$ cat src/rtl/reg_scoreboard_pkg.sv
// Shared opcode and field definitions for the register scoreboard and its write decoder.
package reg_scoreboard_pkg;

    localparam int unsigned REG_IDX_W = 5;

    typedef logic [REG_IDX_W-1:0] reg_idx_t;

    // Instruction type field values (instr[31:27]), shared with the read detector.
    localparam logic [4:0] INSTR_LOAD   = 5'h01;
    localparam logic [4:0] INSTR_STORE  = 5'h02;
    localparam logic [4:0] INSTR_ALU_OP = 5'h03;
    localparam logic [4:0] INSTR_JUMP   = 5'h04;

    localparam int unsigned TYPE_MSB    = 31;
    localparam int unsigned TYPE_LSB    = 27;
    localparam int unsigned ALU_RD_MSB  = 16;
    localparam int unsigned ALU_RD_LSB  = 12;
    localparam int unsigned LOAD_RD_MSB = 21;
    localparam int unsigned LOAD_RD_LSB = 17;

    function automatic logic [31:0] reg_onehot(input reg_idx_t idx);
        return 32'd1 << idx;
    endfunction

endpackage

$ cat src/rtl/reg_scoreboard_if.sv
// Decode-side issue handshake and writeback retire port of the register scoreboard.
interface reg_scoreboard_if;

    logic        issue_valid;
    logic [31:0] issue_instr;
    logic        reads_0;
    logic        reads_1;
    logic [4:0]  read_reg_0;
    logic [4:0]  read_reg_1;
    logic        issue_ready;
    logic        wb_valid;
    logic [4:0]  wb_reg;

    modport master (
        output issue_valid,
        output issue_instr,
        output reads_0,
        output reads_1,
        output read_reg_0,
        output read_reg_1,
        input  issue_ready,
        output wb_valid,
        output wb_reg
    );

    modport slave (
        input  issue_valid,
        input  issue_instr,
        input  reads_0,
        input  reads_1,
        input  read_reg_0,
        input  read_reg_1,
        output issue_ready,
        input  wb_valid,
        input  wb_reg
    );

endinterface

$ cat src/rtl/reg_scoreboard_write_detector.sv
// Combinational destination-register decode; mirrors the read detector's type decode.
module write_detector
    import reg_scoreboard_pkg::*;
(
    input  logic [31:0] instr,
    output logic        writes,
    output logic [4:0]  write_reg
);

    logic [4:0] op;
    logic       unused_bits;

    assign op          = instr[TYPE_MSB:TYPE_LSB];
    assign unused_bits = ^{instr[26:22], instr[11:0]};

    always_comb begin
        writes    = 1'b0;
        write_reg = '0;
        case (op)
            INSTR_ALU_OP: begin
                writes    = 1'b1;
                write_reg = instr[ALU_RD_MSB:ALU_RD_LSB];
            end
            INSTR_LOAD: begin
                writes    = 1'b1;
                write_reg = instr[LOAD_RD_MSB:LOAD_RD_LSB];
            end
            INSTR_STORE, INSTR_JUMP: begin
                writes    = 1'b0;
                write_reg = '0;
            end
            default: begin
                writes    = 1'b0;
                write_reg = '0;
            end
        endcase
    end

endmodule

$ cat src/rtl/reg_scoreboard.sv
// Register write scoreboard: busy tracking, RAW/WAW issue gating, stall and error status.
// Optional SCOREBOARD_WB_BYPASS_EN lets a same-cycle writeback release its register's hazard.
module reg_scoreboard
    import reg_scoreboard_pkg::*;
#(
    parameter int unsigned NREGS       = 32,
    parameter int unsigned STALL_CNT_W = 32
) (
    input  logic                   clk,
    input  logic                   rst,
    reg_scoreboard_if.slave        bus,
    output logic [NREGS-1:0]       busy,
    output logic [5:0]             outstanding,
    output logic [STALL_CNT_W-1:0] stall_cycles,
    output logic                   wb_err
);

    logic                   writes;
    logic [4:0]             write_reg;

    logic [NREGS-1:0]       busy_q;
    logic [5:0]             outstanding_q;
    logic [STALL_CNT_W-1:0] stall_q;
    logic                   wb_err_q;

    logic [31:0]            busy_full;
    logic [31:0]            hazard_busy;
    logic [31:0]            busy_nxt_full;
    logic                   raw0, raw1, waw;
    logic                   fire;
    logic                   set_en, clr_en, wb_bad;

    write_detector u_write_detector (
        .instr     (bus.issue_instr),
        .writes    (writes),
        .write_reg (write_reg)
    );

    // Widen to the full 5-bit index space so any register index is a legal lookup.
    always_comb begin
        busy_full              = '0;
        busy_full[NREGS-1:0]   = busy_q;
    end

`ifdef SCOREBOARD_WB_BYPASS_EN
    always_comb begin
        hazard_busy = busy_full;
        if (bus.wb_valid) begin
            hazard_busy = busy_full & ~reg_onehot(bus.wb_reg);
        end
    end
`else
    assign hazard_busy = busy_full;
`endif

    assign raw0 = bus.reads_0 && hazard_busy[bus.read_reg_0];
    assign raw1 = bus.reads_1 && hazard_busy[bus.read_reg_1];
    assign waw  = writes && hazard_busy[write_reg];

    assign bus.issue_ready = !(raw0 || raw1 || waw);
    assign fire            = bus.issue_valid && bus.issue_ready;

    assign set_en = fire && writes && (write_reg != 5'd0) && (32'(write_reg) < NREGS);
    assign clr_en = bus.wb_valid && (bus.wb_reg != 5'd0) && busy_full[bus.wb_reg];
    assign wb_bad = bus.wb_valid && (bus.wb_reg != 5'd0) && !busy_full[bus.wb_reg];

    // Clear first, then set, so a same-register set+clear (bypass only) leaves the bit set.
    always_comb begin
        busy_nxt_full = busy_full;
        if (clr_en) begin
            busy_nxt_full[bus.wb_reg] = 1'b0;
        end
        if (set_en) begin
            busy_nxt_full[write_reg] = 1'b1;
        end
    end

    always_ff @(posedge clk) begin
        if (!rst) begin
            busy_q <= '0;
        end else begin
            busy_q <= busy_nxt_full[NREGS-1:0];
        end
    end

    always_ff @(posedge clk) begin
        if (!rst) begin
            outstanding_q <= '0;
        end else begin
            case ({set_en, clr_en})
                2'b10:   outstanding_q <= outstanding_q + 6'd1;
                2'b01:   outstanding_q <= outstanding_q - 6'd1;
                default: outstanding_q <= outstanding_q;
            endcase
        end
    end

    always_ff @(posedge clk) begin
        if (!rst) begin
            stall_q <= '0;
        end else if (bus.issue_valid && !bus.issue_ready && (stall_q != '1)) begin
            stall_q <= stall_q + 1'b1;
        end
    end

    always_ff @(posedge clk) begin
        if (!rst) begin
            wb_err_q <= 1'b0;
        end else if (wb_bad) begin
            wb_err_q <= 1'b1;
        end
    end

    assign busy         = busy_q;
    assign outstanding  = outstanding_q;
    assign stall_cycles = stall_q;
    assign wb_err       = wb_err_q;

endmodule

$ cat src/flat_wrapper.sv
// flat-port wrapper written by rule: the top's interface ports become plain ports
module reg_scoreboard_flat import reg_scoreboard_pkg::*;
#(
    parameter int unsigned NREGS       = 32,
    parameter int unsigned STALL_CNT_W = 32
)
  (clk, rst, busy, outstanding, stall_cycles, wb_err, bus_issue_valid, bus_issue_instr, bus_reads_0, bus_reads_1, bus_read_reg_0, bus_read_reg_1, bus_issue_ready, bus_wb_valid, bus_wb_reg);
  reg_scoreboard_if bus_i ();
  input  logic clk;
  input  logic rst;
  output logic [NREGS-1:0] busy;
  output logic [5:0] outstanding;
  output logic [STALL_CNT_W-1:0] stall_cycles;
  output logic wb_err;
  input wire logic [$bits(bus_i.issue_valid)-1:0] bus_issue_valid;
  input wire logic [$bits(bus_i.issue_instr)-1:0] bus_issue_instr;
  input wire logic [$bits(bus_i.reads_0)-1:0] bus_reads_0;
  input wire logic [$bits(bus_i.reads_1)-1:0] bus_reads_1;
  input wire logic [$bits(bus_i.read_reg_0)-1:0] bus_read_reg_0;
  input wire logic [$bits(bus_i.read_reg_1)-1:0] bus_read_reg_1;
  output wire logic [$bits(bus_i.issue_ready)-1:0] bus_issue_ready;
  input wire logic [$bits(bus_i.wb_valid)-1:0] bus_wb_valid;
  input wire logic [$bits(bus_i.wb_reg)-1:0] bus_wb_reg;
  assign bus_i.issue_valid = bus_issue_valid;
  assign bus_i.issue_instr = bus_issue_instr;
  assign bus_i.reads_0 = bus_reads_0;
  assign bus_i.reads_1 = bus_reads_1;
  assign bus_i.read_reg_0 = bus_read_reg_0;
  assign bus_i.read_reg_1 = bus_read_reg_1;
  assign bus_issue_ready = bus_i.issue_ready;
  assign bus_i.wb_valid = bus_wb_valid;
  assign bus_i.wb_reg = bus_wb_reg;
  reg_scoreboard #(.NREGS(NREGS), .STALL_CNT_W(STALL_CNT_W)) u_core (.clk(clk), .rst(rst), .bus(bus_i), .busy(busy), .outstanding(outstanding), .stall_cycles(stall_cycles), .wb_err(wb_err));
endmodule
$ cat config.mk
export PLATFORM = sky130hd
export DESIGN_NAME = reg_scoreboard_flat
export DESIGN_NICKNAME = d
export VERILOG_FILES = /design/src/rtl/reg_scoreboard_pkg.sv /design/src/rtl/reg_scoreboard_if.sv /design/src/rtl/reg_scoreboard_write_detector.sv /design/src/rtl/reg_scoreboard.sv /design/src/flat_wrapper.sv
export SDC_FILE = /design/constraint.sdc
export NUM_CORES = 1
export LEC_CHECK = 0
export ABC_AREA = 1
export BUFFER_PORTS_ARGS = -buffer_cell sky130_fd_sc_hd__buf_2
export CORE_AREA = 2 2 124 96
export CTS_CLUSTER_DIAMETER = 30
export DETAILED_ROUTE_END_ITERATION = 6
export DIE_AREA = 0 0 126 98
export PLACE_DENSITY = 0.71
export RECOVER_POWER = 25
export SETUP_SLACK_MARGIN = 0.3
export SYNTH_ARGS = -nofsm -noshare
export SYNTH_HDL_FRONTEND = slang
export SYNTH_SLANG_ARGS = --single-unit
$ cat constraint.sdc
create_clock -name clk -period 5.6 [get_ports clk]
set_clock_uncertainty 0.15 [all_clocks]
set_input_delay 1.12 -clock clk [delete_from_list [all_inputs] [get_ports clk]]
set_output_delay 1.12 -clock clk [all_outputs]
set_load 0.02 [all_outputs]
==> results_dict.tcl <==
set metrics [dict create \
    outcome "finished clean" \
    maxCapViolCount 0 \
    wl_per_cell_um 16.57 \
    syn-cell-area_um2 5479 \
    ir_drop_mv 0.1476 \
    synth_edf_count 0 \
    cpPeakStageDelay_ps 420 \
    worst_path_most_repeated_cell "nand2_1" \
    drive_gt1_share_pct 11.52 \
    path_max_fanout 33 \
    critical_path.top_delay_family "simple AND/OR/NAND/NOR gates" \
    drc 0 \
    grt_pass1_wl_um 29640 \
    dr.pass1.iters 6 \
    final_cells 1134 \
    syn-mean-instance-area_um2 6.074 \
    diodes 0 \
    area_growth_pct 14.27 \
    cts_setup_buffers 0 \
    ys_ff_latch 71 \
    criticalPathCategory "in -> out" \
    dp_slack_ps 736.9 \
    start_util_pct 48.79 \
    hold_violations 0 \
    clkLatencyLatePin_ps 340 \
    cts_root_buffer "clkbuf_16" \
    grt_max_degree 65 \
    cp_num_buf_inv 5 \
    ys_warn_count 0 \
    place.gp.congestion 1.003 \
    ctsLongestPathBuffers 2 \
    post_cts_resized 0 \
    startpoint_type "primary input" \
    slew-limit-headroom_pct 24.76 \
    syn_inst 902 \
    clkSlewWorstSetupHoldPaths_ps 60 \
    min_path_type "reg -> reg" \
    nNetsFinal 1042 \
    post-route-period-util_pct 84.80 \
    critPathCaptureType "output port" \
    routed_via_density 5.725 \
    worstPathArrival_ps 3480 \
    rsz0062_at_grt "false" \
    drtAntennaViolNets 0 \
    async_flop_share_pct 0 \
    cts_buffers 9 \
    htreeDepth 3 \
    grt_pass1_vias 5412 \
    yosys_most_used_dff "dfxtp_1" \
    cp.required_ps 4330 \
    finalMaxSlewViolations 0 \
    initialDrtViolationCount 950 \
    die_height_um 98 \
    overflow 0 \
    fin_util_pct 55.75 \
    ios 125 \
    cts_hold_buf 0 \
    cp_cell_sequence "buf_2, nor2_4, nand4_4, nand2_2, o21ai_0, nand2_1, nand2_1, nand2_1, nand2_1, inv_1, nand3_2, nand2_4, buf_4, inv_1, buf_2" \
    vias 6492 \
    grt_util_all_layers_pct 29.93 \
    finish.instance_area_um2 6261 \
    row_count 34 \
    max_freq_mhz 210.6 \
    cp_slowest_cell "nand2_2" \
    power.density_nw_per_um2 197.9 \
    finalSetupTns_ps 0 \
    place_inst 1118 \
    dpl_cell_area_um2 6008 \
    antenna_found_initial 0 \
    syn_nets 959 \
    die-area_um2 12350 \
    p_total_mw 1.239 \
    hpwl_um 13720 \
    cts_sinks 71 \
    power_leakage_nw 2.522 \
    worst-slew-pin-transition_ps 1127 \
    worst_slack_ps 851.4 \
    io_buffers 107 \
    hold_slack_ps 316.1 \
    drt_wl_total_um 18800 \
    synth.yosys.seq_area_share_pct 25.94 \
    setup_viol 0 \
    cts_tree "done" \
    coreArea_um2 11230 \
    fp.dieW_um 126 \
    fin_crit_ps 4749 \
    yosysUniqueCellTypes 38 \
]
sequential cells by signal (all words and copies together) (netlist names):
signal / cells
u_core.stall_cycles: 32
u_core.outstanding: 6
u_core.wb_err: 1
u_core.busy: 32
per-layer routing:
| layer | global-route usage, % | up-vias | wire [um] | part of all wire [%] |
|---|---|---|---|---|
| met2 | 37.80 | 361 | 7048 | 37 |
| met4 | 5.241 | 0 | 226 | 1.2 |
| met5 | 0 | - | 0 | 0 |
| met3 | 7.233 | 20 | 2536 | 13 |
| li1 | - | 3165 | - | - |
| met1 | 49.95 | 2946 | 8984 | 48 |
synthesized netlist by cell type (2+ instances only):
cell type	count	area share [%]
nand2_1	257	18
inv_1	89	6.1
a21oi_1	83	7.6
nor2_1	80	5.5
o21ai_0	74	6.8
dfxtp_1	71	26
nand4_1	46	5.3
nand3_1	33	3.0
clkbuf_1	22	1.5
xor2_1	21	3.4
nor3_1	20	1.8
o211ai_1	15	2.1
xnor2_1	14	2.2
nor4_1	9	1.0
buf_2	8	0.73
o22ai_1	8	0.91
buf_6	7	1.4
nand3b_1	6	0.82
buf_4	5	0.69
o21ai_1	5	0.46
ha_1	4	0.91
nor2_2	4	0.46
inv_2	3	0.21
nand3_2	2	0.37
nand4_4	2	0.78
o221ai_1	2	0.32
report_power, final:
group	switching [mW]	leakage, nW	total (mW)	internal [mW]
Sequential	0.00386	0.572	0.513	0.509
Combinational	0.107	1.80	0.147	0.0404
Clock	0.233	0.150	0.580	0.346
Total	0.344	2.52	1.24	0.895
final timing paths:
| kind | start | end | slack (ps) | cells past startpoint |
|---|---|---|---|---|
| setup / recovery | bus_issue_instr[30] | bus_issue_ready | 850 | 15 |
| hold / removal | u_core.outstanding[5]$_SDFFE_PN0P_ | u_core.outstanding[5]$_SDFFE_PN0P_ | 320 | 2 |
| hold reg to reg | u_core.outstanding[5]$_SDFFE_PN0P_ | u_core.outstanding[5]$_SDFFE_PN0P_ | 320 | 2 |
| setup reg to reg | u_core.busy[0]$_SDFF_PN0_ | u_core.outstanding[4]$_SDFFE_PN0P_ | 2240 | 22 |
cell families (layout without fill, tap and decap cells):
family	Yosys count	count (layout)	share of synthesized area, %
flip-flops	71	71	25.94
buffers and inverters	135	223	10.73
XOR/XNOR	35	35	5.595
AND/OR/NAND/NOR	467	467	38.30
adder cells (fa/ha/maj)	4	4	0.9135
AO/OA/AOI/OAI	190	190	18.52
placed cells by master, fill, tap and decap left out, types with 3 or more instances in the layout:
cell type  Yosys  layout
nor4_1         9       9
o21ai_1        5       5
o22ai_1        8       8
clkbuf_16      0       9
o21ai_0       74      74
xnor2_1       14      14
ha_1           4       4
nor3_1        20      20
dfxtp_1       71      71
buf_2          8      72
inv_1         89      89
nand3_1       33      33
a21oi_1       83      83
clkbuf_1      22      35
clkinv_2       0       3
nor2_1        80      80
xor2_1        21      21
nor2_2         4       4
nand4_1       46      46
o211ai_1      15      15
inv_2          3       3
buf_4          5       7
nand3b_1       6       6
nand2_1      257     257
tightest hold or removal path, stage by stage, from the launching register on:
cell	delay, ps
dfxtp_1	310
inv_1	60
a21oi_1	50
area by class of cell:
| class | count | area (um^2) |
|---|---|---|
| timing repair buffer | 114 | 544.3 |
| tap | 144 | 180.2 |
| sequential | 71 | 1421 |
| multi-input combinational | 696 | 3470 |
| clock inverter | 7 | 71.32 |
| inverter | 93 | 349.1 |
| clock buffer | 9 | 225.2 |
| fill | 1224 | 4970 |
(Power assumes the default switching activity.)
